==> src/rtl/mdu_seq_ctrl.sv <==
// mdu_seq_ctrl: sequences MUL through the shared Mult array and DIV through a signed restoring divider into HI/LO.
// Define MDU_DIV_EN to build the divider; without it a DIV completes at once with dz set.
module mdu_seq_ctrl #(
  parameter int MULT_WAIT = 2
) (
  input  logic        clk,
  input  logic        clr,
  input  logic        start,
  input  logic        op,
  input  logic [31:0] a,
  input  logic [31:0] b,
  output logic [31:0] mult_a,
  output logic [31:0] mult_b,
  input  logic [63:0] mult_res1,
  input  logic [63:0] mult_res2,
  output logic [31:0] hi,
  output logic [31:0] lo,
  output logic        busy,
  output logic        done,
  output logic        dz
);
  localparam logic [2:0] IDLE  = 3'd0;
  localparam logic [2:0] MWAIT = 3'd1;
  localparam logic [2:0] DITER = 3'd2;
  localparam logic [2:0] DFIX  = 3'd3;
  localparam logic [2:0] DONE  = 3'd4;
  logic [2:0]  state_q, state_d;
  logic [4:0]  cnt_q, cnt_d;
  logic [31:0] ma_q, ma_d, mb_q, mb_d, hi_q, hi_d, lo_q, lo_d;
  logic        dz_q, dz_d;
  logic        accept;
  logic [63:0] prod;
`ifdef MDU_DIV_EN
  logic [31:0] rem_q, rem_d, dvd_q, dvd_d, dvs_q, dvs_d;
  logic        sa_q, sa_d, sb_q, sb_d;
  logic [32:0] diff;
  logic        ge;
`endif
  always_comb begin
    accept  = start && (state_q == IDLE || state_q == DONE);
    prod    = (mult_res1 << 1) + mult_res2;
    state_d = state_q;
    cnt_d   = cnt_q;
    ma_d    = ma_q;
    mb_d    = mb_q;
    hi_d    = hi_q;
    lo_d    = lo_q;
    dz_d    = dz_q;
`ifdef MDU_DIV_EN
    diff    = {rem_q, dvd_q[31]} - {1'b0, dvs_q};
    ge      = !diff[32];
    rem_d   = rem_q;
    dvd_d   = dvd_q;
    dvs_d   = dvs_q;
    sa_d    = sa_q;
    sb_d    = sb_q;
`endif
    if (accept) begin
      dz_d = 1'b0;
      if (!op) begin
        ma_d    = a;
        mb_d    = b;
        cnt_d   = 5'd0;
        state_d = MWAIT;
`ifdef MDU_DIV_EN
      end else if (b != 32'd0) begin
        dvd_d   = a[31] ? -a : a;
        dvs_d   = b[31] ? -b : b;
        rem_d   = 32'd0;
        sa_d    = a[31];
        sb_d    = b[31];
        cnt_d   = 5'd0;
        state_d = DITER;
`endif
      end else begin
        hi_d    = a;
        lo_d    = 32'hFFFF_FFFF;
        dz_d    = 1'b1;
        state_d = DONE;
      end
    end else if (state_q == MWAIT) begin
      cnt_d = cnt_q + 5'd1;
      if (cnt_q == 5'(MULT_WAIT - 1)) begin
        {hi_d, lo_d} = prod;
        state_d      = DONE;
      end
`ifdef MDU_DIV_EN
    end else if (state_q == DITER) begin
      rem_d   = ge ? diff[31:0] : {rem_q[30:0], dvd_q[31]};
      dvd_d   = {dvd_q[30:0], ge};
      cnt_d   = cnt_q + 5'd1;
      state_d = cnt_q == 5'd31 ? DFIX : DITER;
    end else if (state_q == DFIX) begin
      lo_d    = (sa_q ^ sb_q) ? -dvd_q : dvd_q;
      hi_d    = sa_q ? -rem_q : rem_q;
      state_d = DONE;
`endif
    end else begin
      state_d = IDLE;
    end
  end
  always_ff @(posedge clk or negedge clr) begin
    if (!clr) begin
      state_q <= IDLE;
      cnt_q   <= '0;
      ma_q    <= '0;
      mb_q    <= '0;
      hi_q    <= '0;
      lo_q    <= '0;
      dz_q    <= 1'b0;
`ifdef MDU_DIV_EN
      rem_q   <= '0;
      dvd_q   <= '0;
      dvs_q   <= '0;
      sa_q    <= 1'b0;
      sb_q    <= 1'b0;
`endif
    end else begin
      state_q <= state_d;
      cnt_q   <= cnt_d;
      ma_q    <= ma_d;
      mb_q    <= mb_d;
      hi_q    <= hi_d;
      lo_q    <= lo_d;
      dz_q    <= dz_d;
`ifdef MDU_DIV_EN
      rem_q   <= rem_d;
      dvd_q   <= dvd_d;
      dvs_q   <= dvs_d;
      sa_q    <= sa_d;
      sb_q    <= sb_d;
`endif
    end
  end
  assign mult_a = ma_q;
  assign mult_b = mb_q;
  assign hi     = hi_q;
  assign lo     = lo_q;
  assign dz     = dz_q;
  assign done   = state_q == DONE;
  assign busy   = state_q != IDLE && state_q != DONE;
endmodule

==> config.mk <==
export PLATFORM = sky130hd
export DESIGN_NAME = mdu_seq_ctrl
export DESIGN_NICKNAME = d
export VERILOG_FILES = /design/src/rtl/mdu_seq_ctrl.sv
export SDC_FILE = /design/constraint.sdc
export NUM_CORES = 1
export LEC_CHECK = 0
export CAP_MARGIN = 15
export CORE_MARGIN = 5
export CORE_UTILIZATION = 30
export DETAILED_ROUTE_END_ITERATION = 8
export GPL_ROUTABILITY_DRIVEN = 0
export PLACE_DENSITY_LB_ADDON = 0.2
export SYNTH_ARGS = -nofsm -noshare
export SYNTH_HDL_FRONTEND = slang
export SYNTH_SLANG_ARGS = --single-unit
==> constraint.sdc <==
create_clock -name clk -period 3.8 [get_ports clk]
set_clock_uncertainty 0.15 [all_clocks]
set_input_delay 1.14 -clock clk [delete_from_list [all_inputs] [get_ports clk]]
set_output_delay 1.14 -clock clk [all_outputs]
set_load 0.02 [all_outputs]
======== Word level (Yosys, flattened, before mapping) ========
Index checks and enable logic that the tools add are counted.
word-level totals
  register bits after elaboration ......... 137
  input port bits ......................... 196
operators by class
  bitwise operators ....................... 1
  mux-type cells .......................... 16
  reductions and logical operators ........ 10
  add/sub/neg operators ................... 2
  equality and inequality tests ........... 7
operators by type and width
  cell                                                   number
  2-to-1 mux 32 bit                                      8
  adder 64 bit                                           1
  2-to-1 mux 5 bit                                       3
  2-to-1 mux 3 bit                                       4
  adder 5 x 1 -> 5 bit, second input constant            1
  == test 5 x 1 -> 1 bit, second input constant          1
  inequality test 2 bit, second input constant           2
  AND reduction 2 bit                                    2
  nonzero test 2 bit                                     2
  == test 3 x 1 -> 1 bit, second input constant          1
  == test 3 bit, second input constant                   1
  logical NOT 3 bit                                      1
  inequality test 3 x 2 -> 1 bit, second input constant  1
  inequality test 3 bit, second input constant           1
  AND reduction 3 bit                                    1
  nonzero test 3 bit                                     1
  logical AND 1 bit                                      2
  logical OR 1 bit                                       1
  2-to-1 mux 1 bit                                       1
  NOT 1 bit                                              1

======== Depth between registers and ports, before layout ========
  depth in word-level cells ............... 5
  gate-level depth with buffers ........... 13

======== Least setup slack after synthesis ========
Ideal clock, no wire load.
  path kind ............................... input port to flip-flop
  start ................................... input port mult_res1[4]
  end ..................................... register hi_q[16], in the netlist hi[16]
  required time ........................... 3.530 ns
  setup time .............................. 0.120 ns
  slack ................................... -0.187 ns
  buffers on the path ..................... 0
  stages on the path ...................... 11
  arrival ................................. 3.718 ns
  cell sequence ........................... ha_1 > and2_2 > nor2b_1 > a211oi_4 > a21oi_2 > o41ai_2 > a211oi_2 > o31ai_4 > nand2_1 > or4_1 > and3_1
on the way
  word-level cells in the longest chain between the ends .. 4
RTL lines
  element               RTL line  source
  from (decl)           14        input logic [63:0] mult_res1,
  adder 64 bit          41        prod = (mult_res1 << 1) + mult_res2;
  2-to-1 mux 32 bit     83        if (cnt_q == 5'(MULT_WAIT - 1)) begin
  2-to-1 mux 32 bit     81        end else if (state_q == MWAIT) begin
  2-to-1 mux 32 bit     58        if (accept) begin
  to (signal assigned)  123       hi_q <= hi_d;
  to (decl)             29        logic [31:0] ma_q, ma_d, mb_q, mb_d, hi_q, hi_d, lo_q, lo_d;
No other way between the ends. The select of a mux whose other input is x is not followed.
A chain may end at the register's enable or synchronous reset.

======== Final worst setup path ========
  start ................................... input port mult_res2[9]
  end ..................................... register hi_q[29], in the netlist hi[29]
on the way
  word-level cells in the longest chain between the ends .. 4
RTL lines
  element            RTL line  source
  from (decl)        15        input logic [63:0] mult_res2,
  adder 64 bit       41
  2-to-1 mux 32 bit  83
  2-to-1 mux 32 bit  81
  2-to-1 mux 32 bit  58
No other way between the ends. The select of a mux whose other input is x is not followed.

==> impl_results.md <==
- DRT iter0 DRCs: 527
- Routed vias/inst: 4.885
- Sw Share: 40.59%
- Worst Hold Class: reg -> reg
- Clk slew on worst S/H paths: 60 ps
- P&R area growth vs syn: 70.17%
- Maxcap violations: 0
- Clock power frac: 18.1%
- Sequential area share after synthesis: 36.73%
- Num CTS Buffers: 17
- Total gr overflow: 0
- Synth top area cells: dfrtp_1 37%, nand2_1 12%, ha_1 8.6%
- # port buffers: 325
- Die area: 34500 um^2
- Post-DP HPWL: 27.84 mm
- Final Hold Viols: 0
- NetSw: 3665 uW
- DRT Pass-1 Iters: 6
- Syn Std Cell Area: 9265 um^2
- Initial antenna violation count: 7
- Pint: 5364 uW
- Max VDD drop: 301.9 uV
- WS Path Type: in -> reg
- Global router's overall resource usage: 20.14%
- First-pass GRT wire length: 55.20 mm
- Power Dens Cells: 572.7 nW/um^2
- Vias in the first global route: 10.45k
- Comb pwr share: 53.9%
- Synth Area per Inst: 8.036 um^2
- Worst slew margin: 57.53%
- F_max: 0.2665 GHz
- Setup TNS: 0 ps
- CP arrival: 3920 ps
- CTS tree: done
- Status: complete, no violations
- Setup crit start kind: primary input
- Library cells used by synthesis: 74
- Crit path time final: 3753 ps
- Critical Path RT: 3970 ps
- Routed vias: 10.15k
- Crit. End Element: register
- Leak Pwr: 0.007037 uW
- Clk buf depth: 2
- Routed WL per cell: 17.25 um
- Chip width: 185.7 um
- Antenna violation net count after detailed routing: 0
- WL final: 35.85 mm
- Synth Flop Type: dfrtp_1
- Flops & latches, synth: 136
- Part of the power in registers: 28.0%
- Area of the multi-input gates: 6170 um^2
- DRC viols: 0
- Crit Path Max Fanout: 4
- Synth async-reset ratio: 100.0%
- Yosys warnings: 0
- Setup violators final: 0
- Clock sinks: 136
- Core area: 30510 um^2
- Htree depth: 4
- Clock Latency Late Sink: 420 ps
- Fin util: 51.68%
- Post-cts hold buffer count: 0
- Die height: 185.7 um
- Initial core utilization: 30.37%
- Max Slew Vio Count: 0
- Mapped Nets: 1414
- Fill count: 2923
- Post-Synthesis Cells: 1153
- Worst-margin pin slew: 628.1 ps
- Row count: 64
- I/O pin total: 327
- Clock Tree Root: clkbuf_16
- Fin nets: 1929
- Post-synth EDFFs: 0
- RSZ-0062 raised after global routing: true
- Share of the synthesized area in the top cell type: 36.73%
- Final worst path period share: 98.76%
- Largest net degree at the start of global routing: 67
- Layout cell share with drive strength beyond 1: 24.57%
- Area leader, netlist: dfrtp_1
- FF+latch area: 3403 um^2
==> what timing repair did <==
item	in CTS	in global routing
pin swaps	64	68
endpoints found under the setup margin	29	17
resized for setup	175	74
endpoints found under the hold margin	0	0
buffers inserted	32	6
gates cloned	0	0
==> flip-flops by register name, summed over array words and instances (netlist names) <==
register / flops
hi: 32
lo: 32
cnt_q: 5
mult_a: 32
state_q: 2
mult_b: 32
dz: 1
==> per-stage QoR <==
step	hold WS [ps]	cell area, um^2	worst slack [ps]	std cells	power, uW
2_1_floorplan	308.1	9409	-57.54	1153	4846
3_3_place_gp	306.0	14440	-1070	2012	7232
3_5_place_dp	311.4	14440	-1011	2012	7299
4_1_cts	326.8	15570	-56.09	2075	9083
5_1_grt	338.2	15760	-32.73	2077	9631
6_report	322.1	15770	47.28	2078	9029
==> power by group through the flow <==
| stage | Clock (uW) | Sequential [uW] | Combinational [uW] |
|---|---|---|---|
| floorplan | 0 | 3330 | 1520 |
| global placement | 0 | 2530 | 4700 |
| detailed placement | 0 | 2550 | 4750 |
| CTS | 1680 | 2530 | 4870 |
| global route | 1730 | 2620 | 5280 |
| finish | 1640 | 2530 | 4870 |
==> area by class of cell <==
| class | count | share of cell area (%) |
|---|---|---|
| clock inverter | 13 | 0.7777 |
| inverter | 24 | 0.5873 |
| sequential | 136 | 21.59 |
| timing repair buffer | 564 | 32.01 |
| clock buffer | 19 | 2.746 |
| multi-input combinational | 925 | 39.13 |
| tap | 396 | 3.143 |
| antenna | 1 | 0.01587 |
==> critical path, stage by stage <==
cell and delay (ps):
buf_6 100, ha_4 280, nand3_4 110, or4_4 560, a21o_4 220, a31oi_4 210, o2111ai_2 180, a21oi_2 240
a21oi_4 110, o21a_1 230, or3_1 350, and3_1 180
==> routing by layer <==
| layer | track usage (%) | vias to the layer above | part of all wire [%] |
|---|---|---|---|
| li1 | - | 5059 | - |
| met1 | 24.92 | 4737 | 43 |
| met2 | 35.12 | 294 | 48 |
| met3 | 5.237 | 48 | 7.3 |
| met4 | 4.897 | 12 | 1.6 |
| met5 | 0 | - | 0.23 |
==> cells by family after synthesis <==
group                      share of synthesized area [%]
AOI/OAI and AO/OA                                  21.49
xor gates and xnor gates                           4.821
adders and majority gates                          8.859
buffers and inverters                              4.321
DFF                                                36.73
muxes                                             0.5537
and+or+nand+nor                                    23.23
==> cell usage after synthesis, types with 3 or more instances <==
| master | n |
|---|---|
| xor2_1 | 11 |
| o21a_1 | 6 |
| a21o_2 | 3 |
| a31oi_1 | 7 |
| nor2_1 | 52 |
| a21oi_2 | 4 |
| a211oi_1 | 5 |
| a21oi_1 | 117 |
| buf_4 | 3 |
| xnor2_1 | 40 |
| nor2b_1 | 11 |
| dfrtp_1 | 136 |
| nor3_1 | 29 |
| clkbuf_1 | 56 |
| ha_1 | 64 |
| or4_1 | 4 |
| and2_1 | 4 |
| buf_1 | 4 |
| a221oi_1 | 6 |
| mux2i_1 | 4 |
| o31ai_1 | 5 |
| a21boi_0 | 3 |
| nand2b_1 | 8 |
| o21ai_0 | 73 |
| or3_1 | 9 |
| clkbuf_8 | 3 |
| o211ai_1 | 3 |
| inv_1 | 24 |
| nor4_1 | 3 |
| nand2_1 | 307 |
| and3_1 | 13 |
| o21bai_1 | 21 |
| nand3_1 | 17 |
| a21o_1 | 30 |
| nand4_1 | 23 |
==> final timing paths <==
path                       slack, ps    startpoint  cells past startpoint    endpoint
max                               50  mult_res2[9]                     12      hi[29]
min                              320    mult_a[19]                      2  mult_a[19]
max reg2reg                      870      cnt_q[1]                      8      hi[25]
min reg2reg                      320    mult_a[19]                      2  mult_a[19]
max in group asynchronous       2190           clr                      2      lo[11]
min in group asynchronous        470           clr                      1  mult_b[20]
==> cells in the final DEF, fill, tap and decap left out, types with 5 or more instances in the layout <==
cell type          n
nand2_1          302
clkdlybuf4s50_1  275
buf_4            227
dfrtp_1          136
a21oi_1          108
o21ai_0           58
nor2_1            46
xnor2_1           39
ha_1              39
a21o_1            29
nor3_1            25
ha_4              24
nand4_1           23
inv_1             22
buf_6             20
o21bai_1          19
clkbuf_16         17
nand3_1           15
and3_1            13
clkbuf_2          13
o21ai_1           11
nor2b_1           10
xor2_1            10
or3_1              9
a21oi_2            8
nand2b_1           7
dlygate4sd2_1      7
o21a_1             6
a31oi_1            6
clkdlybuf4s15_1    6
nand2_2            5
a21oi_4            5
clkdlybuf4s15_2    5
dlymetal6s2s_1     5
Note: power is estimated with default switching activity, not from simulation.
